$ cat src/rtl/pc_seq_if.sv
// Control-side bundle for the PC sequencer: operation request, flags, IR fields
// and the sequencer's observable state.
interface pc_seq_if #(
  parameter int AW       = 12,
  parameter int DW       = 8,
  parameter int RS_DEPTH = 8,
  parameter int IS_DEPTH = 2
);
  logic                            clkEn_i;
  logic [3:0]                      PCoper_i;
  logic                            PCEn_c;
  logic                            carry_i;
  logic                            zero_i;
  logic [DW-1:0]                   disp_i;
  logic [AW-1:0]                   addr_i;
  logic [AW-1:0]                   PC_o;
  logic                            ccC_o;
  logic                            ccZ_o;
  logic [$clog2(RS_DEPTH+1)-1:0]   rsDepth_o;
  logic [$clog2(IS_DEPTH+1)-1:0]   isDepth_o;
  logic                            stkErr_o;

  modport master (
    output clkEn_i, PCoper_i, PCEn_c, carry_i, zero_i, disp_i, addr_i,
    input  PC_o, ccC_o, ccZ_o, rsDepth_o, isDepth_o, stkErr_o
  );

  modport slave (
    input  clkEn_i, PCoper_i, PCEn_c, carry_i, zero_i, disp_i, addr_i,
    output PC_o, ccC_o, ccZ_o, rsDepth_o, isDepth_o, stkErr_o
  );
endinterface

$ cat src/rtl/pc_seq_unit.sv
// Program counter sequencer: increment, jumps, conditional relative branches,
// subroutine return stack and interrupt context stack with sticky stack error.
module pc_seq_unit #(
  parameter int             AW       = 12,
  parameter int             DW       = 8,
  parameter int             RS_DEPTH = 8,
  parameter int             IS_DEPTH = 2,
  parameter logic [AW-1:0]  ISR_VEC  = AW'(12'h001)
) (
  input  logic        clk_i,
  input  logic        rst,
  pc_seq_if.slave     bus
);
  localparam int RSW  = $clog2(RS_DEPTH+1);
  localparam int ISW  = $clog2(IS_DEPTH+1);
  localparam int RSIW = (RS_DEPTH > 1) ? $clog2(RS_DEPTH) : 1;
  localparam int ISIW = (IS_DEPTH > 1) ? $clog2(IS_DEPTH) : 1;

  typedef enum logic [3:0] {
    OP_INC  = 4'd0,
    OP_JMP  = 4'd1,
    OP_BZ   = 4'd2,
    OP_BNZ  = 4'd3,
    OP_BC   = 4'd4,
    OP_BNC  = 4'd5,
    OP_JSB  = 4'd6,
    OP_RET  = 4'd7,
    OP_INT  = 4'd8,
    OP_RETI = 4'd9,
    OP_HOLD = 4'd10
  } pc_op_e;

  logic [AW-1:0]   pc_q, pc_d;
  logic [RSW-1:0]  rs_cnt_q, rs_cnt_d;
  logic [ISW-1:0]  is_cnt_q, is_cnt_d;
  logic            err_q, err_d;
  logic            rs_push, is_push;

  // Stack storage carries no reset; only entries below the depth are ever read.
  logic [AW-1:0]   rs_mem [RS_DEPTH];
  logic [AW+1:0]   is_mem [IS_DEPTH];

  logic            accept;
  logic [AW-1:0]   pc_inc, br_tgt, disp_ext;
  logic [RSIW-1:0] rs_wr_idx, rs_top_idx;
  logic [ISIW-1:0] is_wr_idx, is_top_idx;
  logic            rs_full, rs_empty, is_full, is_empty;
  logic [AW+1:0]   is_top;

  assign accept     = bus.clkEn_i & bus.PCEn_c;
  assign disp_ext   = {{(AW-DW){bus.disp_i[DW-1]}}, bus.disp_i};
  assign pc_inc     = pc_q + AW'(1);
  assign br_tgt     = pc_inc + disp_ext;

  assign rs_wr_idx  = RSIW'(rs_cnt_q);
  assign rs_top_idx = RSIW'(rs_cnt_q - RSW'(1));
  assign is_wr_idx  = ISIW'(is_cnt_q);
  assign is_top_idx = ISIW'(is_cnt_q - ISW'(1));
  assign rs_full    = (rs_cnt_q == RSW'(RS_DEPTH));
  assign rs_empty   = (rs_cnt_q == '0);
  assign is_full    = (is_cnt_q == ISW'(IS_DEPTH));
  assign is_empty   = (is_cnt_q == '0);
  assign is_top     = is_mem[is_top_idx];

  always_comb begin
    pc_d     = pc_q;
    rs_cnt_d = rs_cnt_q;
    is_cnt_d = is_cnt_q;
    err_d    = err_q;
    rs_push  = 1'b0;
    is_push  = 1'b0;
    case (pc_op_e'(bus.PCoper_i))
      OP_JMP:  pc_d = bus.addr_i;
      OP_BZ:   pc_d = bus.zero_i  ? br_tgt : pc_inc;
      OP_BNZ:  pc_d = !bus.zero_i ? br_tgt : pc_inc;
      OP_BC:   pc_d = bus.carry_i  ? br_tgt : pc_inc;
      OP_BNC:  pc_d = !bus.carry_i ? br_tgt : pc_inc;
      OP_JSB: begin
        if (rs_full) begin
          err_d = 1'b1;
        end else begin
          rs_push  = 1'b1;
          pc_d     = bus.addr_i;
          rs_cnt_d = rs_cnt_q + RSW'(1);
        end
      end
      OP_RET: begin
        if (rs_empty) begin
          err_d = 1'b1;
        end else begin
          pc_d     = rs_mem[rs_top_idx];
          rs_cnt_d = rs_cnt_q - RSW'(1);
        end
      end
      OP_INT: begin
        if (is_full) begin
          err_d = 1'b1;
        end else begin
          is_push  = 1'b1;
          pc_d     = ISR_VEC;
          is_cnt_d = is_cnt_q + ISW'(1);
        end
      end
      OP_RETI: begin
        if (is_empty) begin
          err_d = 1'b1;
        end else begin
          pc_d     = is_top[AW+1:2];
          is_cnt_d = is_cnt_q - ISW'(1);
        end
      end
      OP_HOLD: pc_d = pc_q;
      default: pc_d = pc_inc;
    endcase
  end

  always_ff @(posedge clk_i or posedge rst) begin
    if (rst) begin
      pc_q     <= '0;
      rs_cnt_q <= '0;
      is_cnt_q <= '0;
      err_q    <= 1'b0;
    end else if (accept) begin
      pc_q     <= pc_d;
      rs_cnt_q <= rs_cnt_d;
      is_cnt_q <= is_cnt_d;
      err_q    <= err_d;
    end
  end

  // Writes are gated by rst so a reset overlapping an edge cannot leave a stray push.
  always_ff @(posedge clk_i) begin
    if (!rst && accept && rs_push) rs_mem[rs_wr_idx] <= pc_inc;
    if (!rst && accept && is_push) is_mem[is_wr_idx] <= {pc_q, bus.carry_i, bus.zero_i};
  end

  assign bus.PC_o      = pc_q;
  assign bus.rsDepth_o = rs_cnt_q;
  assign bus.isDepth_o = is_cnt_q;
  assign bus.stkErr_o  = err_q;
  assign bus.ccC_o     = !is_empty & is_top[1];
  assign bus.ccZ_o     = !is_empty & is_top[0];
endmodule

$ cat src/flat_wrapper.sv
// flat-port wrapper written by rule: the top's interface ports become plain ports
module pc_seq_unit_flat 
#(
  parameter int             AW       = 12,
  parameter int             DW       = 8,
  parameter int             RS_DEPTH = 8,
  parameter int             IS_DEPTH = 2,
  parameter logic [AW-1:0]  ISR_VEC  = AW'(12'h001)
)
  (clk_i, rst, bus_clkEn_i, bus_PCoper_i, bus_PCEn_c, bus_carry_i, bus_zero_i, bus_disp_i, bus_addr_i, bus_PC_o, bus_ccC_o, bus_ccZ_o, bus_rsDepth_o, bus_isDepth_o, bus_stkErr_o);
  pc_seq_if #(.AW(AW), .DW(DW), .RS_DEPTH(RS_DEPTH), .IS_DEPTH(IS_DEPTH)) bus_i ();
  input  logic clk_i;
  input  logic rst;
  input wire logic [$bits(bus_i.clkEn_i)-1:0] bus_clkEn_i;
  input wire logic [$bits(bus_i.PCoper_i)-1:0] bus_PCoper_i;
  input wire logic [$bits(bus_i.PCEn_c)-1:0] bus_PCEn_c;
  input wire logic [$bits(bus_i.carry_i)-1:0] bus_carry_i;
  input wire logic [$bits(bus_i.zero_i)-1:0] bus_zero_i;
  input wire logic [$bits(bus_i.disp_i)-1:0] bus_disp_i;
  input wire logic [$bits(bus_i.addr_i)-1:0] bus_addr_i;
  output wire logic [$bits(bus_i.PC_o)-1:0] bus_PC_o;
  output wire logic [$bits(bus_i.ccC_o)-1:0] bus_ccC_o;
  output wire logic [$bits(bus_i.ccZ_o)-1:0] bus_ccZ_o;
  output wire logic [$bits(bus_i.rsDepth_o)-1:0] bus_rsDepth_o;
  output wire logic [$bits(bus_i.isDepth_o)-1:0] bus_isDepth_o;
  output wire logic [$bits(bus_i.stkErr_o)-1:0] bus_stkErr_o;
  assign bus_i.clkEn_i = bus_clkEn_i;
  assign bus_i.PCoper_i = bus_PCoper_i;
  assign bus_i.PCEn_c = bus_PCEn_c;
  assign bus_i.carry_i = bus_carry_i;
  assign bus_i.zero_i = bus_zero_i;
  assign bus_i.disp_i = bus_disp_i;
  assign bus_i.addr_i = bus_addr_i;
  assign bus_PC_o = bus_i.PC_o;
  assign bus_ccC_o = bus_i.ccC_o;
  assign bus_ccZ_o = bus_i.ccZ_o;
  assign bus_rsDepth_o = bus_i.rsDepth_o;
  assign bus_isDepth_o = bus_i.isDepth_o;
  assign bus_stkErr_o = bus_i.stkErr_o;
  pc_seq_unit #(.AW(AW), .DW(DW), .RS_DEPTH(RS_DEPTH), .IS_DEPTH(IS_DEPTH), .ISR_VEC(ISR_VEC)) u_core (.clk_i(clk_i), .rst(rst), .bus(bus_i));
endmodule
$ cat config.mk
export PLATFORM = sky130hd
export DESIGN_NAME = pc_seq_unit_flat
export DESIGN_NICKNAME = d
export VERILOG_FILES = /design/src/rtl/pc_seq_if.sv /design/src/rtl/pc_seq_unit.sv /design/src/flat_wrapper.sv
export SDC_FILE = /design/constraint.sdc
export NUM_CORES = 1
export LEC_CHECK = 0
export BUFFER_PORTS_ARGS = -buffer_cell sky130_fd_sc_hd__buf_4
export CORE_ASPECT_RATIO = 1.1
export CORE_UTILIZATION = 29
export DETAILED_ROUTE_END_ITERATION = 12
export HOLD_SLACK_MARGIN = 0.02
export PLACE_DENSITY_LB_ADDON = 0.25
export SLEW_MARGIN = 20
export SYNTH_ARGS = -nofsm -noshare
export SYNTH_HDL_FRONTEND = slang
export SYNTH_SLANG_ARGS = --single-unit
$ cat constraint.sdc
create_clock -name clk_i -period 3.75 [get_ports clk_i]
set_input_delay 0.1875 -clock clk_i [delete_from_list [all_inputs] [get_ports clk_i]]
set_output_delay 0.1875 -clock clk_i [all_outputs]
set_load 0.005 [all_outputs]
==> results of run 1 <==
-- timing repair --
item                       4_1_cts  5_1_grt
setup endpoints to repair        0        0
hold buffers                     3        0
hold endpoints to repair        23        0
setup buffers                    0        0
-- registers in the layout (all words and copies together) (netlist names) --
register              cells
u_core.bus.PC_o          12
u_core.bus.stkErr_o       1
u_core.bus.isDepth_o      2
u_core.bus.rsDepth_o      4
u_core.is_mem            28
u_core.rs_mem            96
-- kinds of logic (layout without fill, tap and decap cells) --
group	count (synthesis)	count (layout)	share of synthesized area
DFF	143	143	0.6151
and+or+nand+nor	115	115	0.08780
AOI/OAI and AO/OA	96	96	0.09825
muxes	40	40	0.1028
buffers and inverters	33	114	0.02310
xor gates and xnor gates	26	26	0.03336
adders and majority gates	21	21	0.03959
-- worst paths after layout --
| check | startpoint | endpoint | cells past startpoint |
|---|---|---|---|
| worst max-delay path | u_core.bus.PC_o[2]$_DFFE_PP0P_ | u_core.bus.PC_o[9]$_DFFE_PP0P_ | 9 |
| worst min-delay path | bus_PCoper_i[0] | u_core.bus.isDepth_o[1]$_DFFE_PP0P_ | 2 |
| worst max register to register | u_core.bus.PC_o[2]$_DFFE_PP0P_ | u_core.bus.PC_o[9]$_DFFE_PP0P_ | 9 |
| worst min register to register | u_core.bus.stkErr_o$_DFFE_PP0P_ | u_core.bus.stkErr_o$_DFFE_PP0P_ | 1 |
| max in group asynchronous | rst | u_core.bus.rsDepth_o[0]$_DFFE_PP0P_ | 3 |
| min in group asynchronous | rst | u_core.bus.rsDepth_o[2]$_DFFE_PP0P_ | 3 |
-- metal layers --
| layer | global-route usage | part of all wire | vias to the layer above | routed length [um] |
|---|---|---|---|---|
| met5 | 0 | 0 | - | 0 |
| met4 | 0.05623 | 0.013 | 0 | 221 |
| met3 | 0.03361 | 0.042 | 14 | 698 |
| met1 | 0.1874 | 0.44 | 2184 | 7391 |
| li1 | - | - | 2016 | - |
| met2 | 0.2437 | 0.50 | 102 | 8363 |
-- placed cells by master, fill, tap and decap left out, drive strengths merged, types with 3 or more instances in the layout --
cell | synthesis | routed
a21oi | 21 | 21
edfxtp | 124 | 124
xnor2 | 13 | 13
a211oi | 3 | 3
a21o | 8 | 8
mux4 | 24 | 24
nand3 | 6 | 6
dlygate4sd3 | 0 | 3
o21ai | 12 | 12
inv | 11 | 15
nand2 | 25 | 25
a31oi | 6 | 6
and3b | 3 | 3
a221oi | 4 | 4
clkbuf | 6 | 18
a22o | 4 | 4
xor2 | 13 | 13
nor2 | 33 | 33
nor3 | 9 | 9
ha | 20 | 20
o211ai | 8 | 8
buf | 16 | 69
nor4 | 3 | 3
o2111ai | 3 | 3
nand4 | 8 | 8
clkinv | 0 | 5
a22oi | 12 | 12
and3 | 6 | 6
mux2i | 15 | 15
dfrtp | 19 | 19
nor2b | 4 | 4
-- critical path: cells and delay by family, from the launching register on --
| kind | cells | cell delay, ns |
|---|---|---|
| AO/OA/AOI/OAI | 4 | 0.81 |
| XOR/XNOR | 1 | 0.75 |
| adder cells (fa/ha/maj) | 1 | 0.42 |
| flip-flops | 1 | 0.54 |
| AND/OR/NAND/NOR | 3 | 0.71 |
-- cells in the mapped netlist, types with 8 or more instances --
cell and instances:
edfxtp_1 124, nor2_1 33, nand2_1 25, mux4_2 24, a21oi_1 21, ha_1 20, dfrtp_1 19, mux2i_1 15
xnor2_1 13, xor2_1 13, a22oi_1 12, buf_2 12, o21ai_0 12, inv_1 11, nand4_1 8, nor3_1 8
o211ai_1 8
-- per-stage QoR --
step | cells | utilization | cell area, sq um | setup slack (ns) | power [mW]
6_report | 855 | 0.3570 | 8212 | 0.4410 | 5.832
5_1_grt | 855 | 0.3570 | 8212 | 0.2399 | 6.143
4_1_cts | 855 | 0.3570 | 8212 | 0.4643 | 5.887
3_5_place_dp | 821 | 0.3310 | 7615 | 0.4985 | 4.233
3_3_place_gp | 821 | 0.3310 | 7615 | 0.6504 | 4.189
2_1_floorplan | 474 | - | 6827 | 0.7270 | 3.599
-- area by class of cell --
cell class,instances,area share
Timing Repair Buffer,72,0.06674
Sequential cell,143,0.5115
Inverter,11,0.005028
Tap cell,300,0.04571
Clock buffer,18,0.05226
Clock inverter,13,0.01676
Multi-Input combinational cell,298,0.3020
-- report_power, final --
| part | switching (mW) | total (mW) | internal [mW] |
|---|---|---|---|
| Clock | 0.664 | 1.64 | 0.977 |
| Sequential | 0.162 | 2.18 | 2.02 |
| Combinational | 1.08 | 2.01 | 0.926 |
==> results.json, run 1 <==
{
  "status": "finished clean",
  "vias": 4316,
  "grt_max_degree": 31,
  "synth_edf_count": 124,
  "start_util": 0.2967,
  "ys_types": 63,
  "relSlewSlack": 0.3745,
  "netlist.area_leader.share": 0.5455,
  "cts.clk_slew.worst_paths_ns": 0.06,
  "numPortBuffers": 50,
  "die_h_um": 162.9,
  "std_cell_rows": 58,
  "yosysSeqAreaShare": 0.6151,
  "regArea_sq_mm": 0.004200,
  "clock-sinks": 143,
  "drive_above_1_share": 0.2414,
  "critPathLaunchType": "flop",
  "synth_seq_cells": 143,
  "dp_hpwl_mm": 11.63,
  "fp.dieW_um": 148.3,
  "drt-vias-per-instance": 5.048,
  "drtAntennaViolNets": 0,
  "syn_inst": 474,
  "ys_async_sr_fraction": 0.1329,
  "grt_overflow": 0,
  "cts_root_buf": "clkbuf_16",
  "grt_pass1_vias": 4288,
  "critPathCaptureType": "flop",
  "grt_first_pass_wirelength_mm": 25.81,
  "n_antenna_cell": 0,
  "drv_slew": 0,
  "gp_congestion": 0.8394,
  "synthToLayoutAreaGrowth_pct": 20.29,
  "numCtsBuffers": 17,
  "routedWlPerCell_um": 19.50,
  "path_cells": "nand3_1 > xnor2_1 > ha_1 > o211a_1 > a211oi_2 > nor3b_1 > o31a_1 > or4b_1 > a31oi_1",
  "ir_drop_v": 0.0003126,
  "critPathKind": "reg -> reg",
  "finalHoldViolCount": 0,
  "synth_nets": 525,
  "rsz0062_at_grt": "no",
  "cp_slowest_cell": "xnor2_1",
  "syn-mean-instance-area_sq_um": 14.40,
  "cpPeakStageDelay_ns": 0.75,
  "hold_class": "in -> reg",
  "pwr_density_cell_mw_per_mm2": 710.2,
  "fillerInstances": 2169,
  "yosysTopAreaCell": "edfxtp_1",
  "leakagePower_nw": 2.942,
  "cts_max_path_buffers": 2,
  "cts_resized": 0,
  "drt_wl_total_mm": 16.67,
  "htreeDepth": 4,
  "synthFlopType": "edfxtp_1",
  "cp.required_ns": 4.09,
  "syn_area_sq_mm": 0.006827,
  "core_area_sq_mm": 0.02300,
  "drt_iter0_drc": 288,
  "yosysWarnings": 0,
  "cts_tree": "yes",
  "tightestPinTransition_ns": 0.9316,
  "reg2reg_slack_ns": 0.44,
  "setup_viol": 0,
  "clock_latency_ns": 0.43,
  "ys_top_cells_by_area": "edfxtp_1 (55%), mux4_2 (7.9%), dfrtp_1 (7.0%)",
  "skew_ns": 0.01543,
  "num-nets-final": 594,
  "fin_crit_sh": 0.8824,
  "multi_input_area_sq_mm": 0.002480,
  "antenna_found_initial": 0,
  "hold_ws_ns": 0.1580,
  "drc": 0,
  "fin_tns_setup_ns": 0,
  "period_needed_ns": 3.309,
  "cp_data_arrival_time_ns": 3.65,
  "die_area_sq_mm": 0.02416,
  "dr.pass1.iters": 5,
  "num_io_pins": 51,
  "fmax_mhz": 302.2,
  "drv_cap": 0,
  "cp_max_fo": 11,
  "grt_use_total": 0.1475
}
Power figures use the tool's default switching activity.
==> run 2, diff against run 1 <==
--- a/config.mk
+++ b/config.mk
@@ -10,7 +10,6 @@
 export CORE_UTILIZATION = 29
 export DETAILED_ROUTE_END_ITERATION = 12
 export HOLD_SLACK_MARGIN = 0.02
-export PLACE_DENSITY_LB_ADDON = 0.25
 export SLEW_MARGIN = 20
 export SYNTH_ARGS = -nofsm -noshare
 export SYNTH_HDL_FRONTEND = slang
==> run 2 against run 1 <==
Die area stayed put. Worst hold slack worse by 0.016 ns. Fmax is 3.8% lower. Final cell count is 0.23% higher. Combinational power hardly changed. Via count is 1.9% higher.
==> results.json, run 2 (synthesis results as in run 1) <==
{
  "cts_resized": 0,
  "grt_first_pass_wirelength_mm": 25.74,
  "period_needed_ns": 3.441,
  "drive_above_1_share": 0.2478,
  "top_register": "u_core.rs_mem",
  "drt_wl_total_mm": 16.33,
  "fin_crit_sh": 0.9176,
  "grt_max_degree": 31,
  "largest_reg_flops": 96,
  "cp_data_arrival_time_ns": 3.77,
  "antenna_found_initial": 0,
  "cts_tree": "yes",
  "leakagePower_nw": 2.973,
  "cts_hold_buffers": 3,
  "numPortBuffers": 50,
  "wl_met1_mm": 7.054,
  "wl_met2_mm": 8.433,
  "num_io_pins": 51,
  "fillerInstances": 2168,
  "tightestPinTransition_ns": 0.8867,
  "synthToLayoutAreaGrowth_pct": 21.11,
  "drv_cap": 0,
  "rr_startpoint": "u_core.bus.PC_o[0]$_DFFE_PP0P_",
  "cp_max_fo": 10,
  "routedWlPerCell_um": 19.06,
  "core_area_sq_mm": 0.02300,
  "grt_pass1_vias": 4469,
  "die_area_sq_mm": 0.02416,
  "final_cell_area_sq_mm": 0.008268,
  "layout_common_cells": "edfxtp_1 (124), buf_4 (70), nor2_1 (33), nand2_1 (25), mux4_2 (24)",
  "setup_viol": 0,
  "n_antenna_cell": 0,
  "cts_max_path_buffers": 2,
  "status": "finished clean",
  "gp_congestion": 0.8679,
  "min_from": "bus_PCoper_i[0]",
  "grt_use_total": 0.1439,
  "cp.required_ns": 4.08,
  "critPathLaunch": "u_core.bus.PC_o[0]$_DFFE_PP0P_",
  "mostFrequentLayoutCell": "edfxtp_1",
  "critPathKind": "reg -> reg",
  "p_total_mw": 5.961,
  "fp.dieW_um": 148.3,
  "drt_iter0_drc": 318,
  "fin_tns_setup_ns": 0,
  "htreeDepth": 4,
  "dr.pass1.iters": 7,
  "hold_class": "in -> reg",
  "timing.final.ws_setup_ns": 0.3092,
  "drtAntennaViolNets": 0,
  "post-place-ws_ns": 0.3896,
  "std_cell_rows": 58,
  "place_area_sq_mm": 0.007622,
  "cts.clk_slew.worst_paths_ns": 0.07,
  "clock-sinks": 143,
  "grt_overflow": 0,
  "skew_ns": 0.01028,
  "clock_latency_ns": 0.41,
  "relSlewSlack": 0.4046,
  "drv_slew": 0,
  "wl_met3_um": 583,
  "post_cts_buffers": 0,
  "drt-vias-per-instance": 5.133,
  "fmax_mhz": 290.6,
  "numCtsBuffers": 17,
  "routed.top_layer": "met4",
  "cts_root_buf": "clkbuf_16",
  "die_h_um": 162.9,
  "rsz0062_at_grt": "no",
  "num-nets-final": 595,
  "ir_drop_v": 0.0003462,
  "dp_hpwl_mm": 11.58,
  "finalHoldViolCount": 0,
  "start_util": 0.2967,
  "pwr_density_cell_mw_per_mm2": 720.9,
  "critPathLaunchType": "flop",
  "vias": 4399,
  "critPathCaptureType": "flop",
  "drc": 0
}
## run 2: metrics by stage
step | hold slack (ns) | cells | utilization
6_report | 0.1415 | 857 | 0.3594
5_1_grt | 0.1675 | 857 | 0.3594
4_1_cts | 0.1254 | 857 | 0.3594
3_5_place_dp | 0.4213 | 822 | 0.3313
3_3_place_gp | 0.4055 | 822 | 0.3313
2_1_floorplan | 0.1386 | 474 | -
## run 2: layout make-up
type / instances / area [sq um] / share of cell area
Inverter: 11 / 41.29 / 0.004994
Timing Repair Buffer: 73 / 555.5 / 0.06719
Tap cell: 300 / 375.4 / 0.04540
Clock buffer: 17 / 425.4 / 0.05145
Multi-Input combinational cell: 298 / 2480 / 0.2999
Sequential cell: 143 / 4200 / 0.5080
Clock inverter: 15 / 190.2 / 0.02300
## run 2: final timing paths
path | to | slack [ns] | cells after the start
max | u_core.bus.PC_o[9]$_DFFE_PP0P_ | 0.31 | 9
min | u_core.bus.isDepth_o[1]$_DFFE_PP0P_ | 0.14 | 2
max reg2reg | u_core.bus.PC_o[9]$_DFFE_PP0P_ | 0.31 | 9
min reg2reg | u_core.bus.stkErr_o$_DFFE_PP0P_ | 0.49 | 1
max in group asynchronous | u_core.bus.rsDepth_o[0]$_DFFE_PP0P_ | 2.66 | 3
min in group asynchronous | u_core.bus.stkErr_o$_DFFE_PP0P_ | 0.51 | 3
## run 2: power breakdown
group          switching (mW)  leakage, nW  total [mW]  internal (mW)
Sequential              0.174         1.33        2.19           2.02
Combinational            1.08         1.34        2.02          0.939
Clock                   0.729        0.300        1.75           1.02
Total                    1.99         2.97        5.96           3.97
## run 2: per-layer routing
layer,track usage,vias up
li1,-,2016
met1,0.1789,2265
met2,0.2501,95
met3,0.02885,23
met4,0.04499,0
met5,0,-
## run 2: critical path, stage by stage, from the launching register on
cell,delay (ns)
dfrtp_1,0.52
ha_1,0.35
xor2_1,0.60
ha_1,0.41
o211a_1,0.27
a211oi_2,0.20
nor3b_1,0.09
o31a_1,0.25
or4b_1,0.47
a31oi_1,0.19
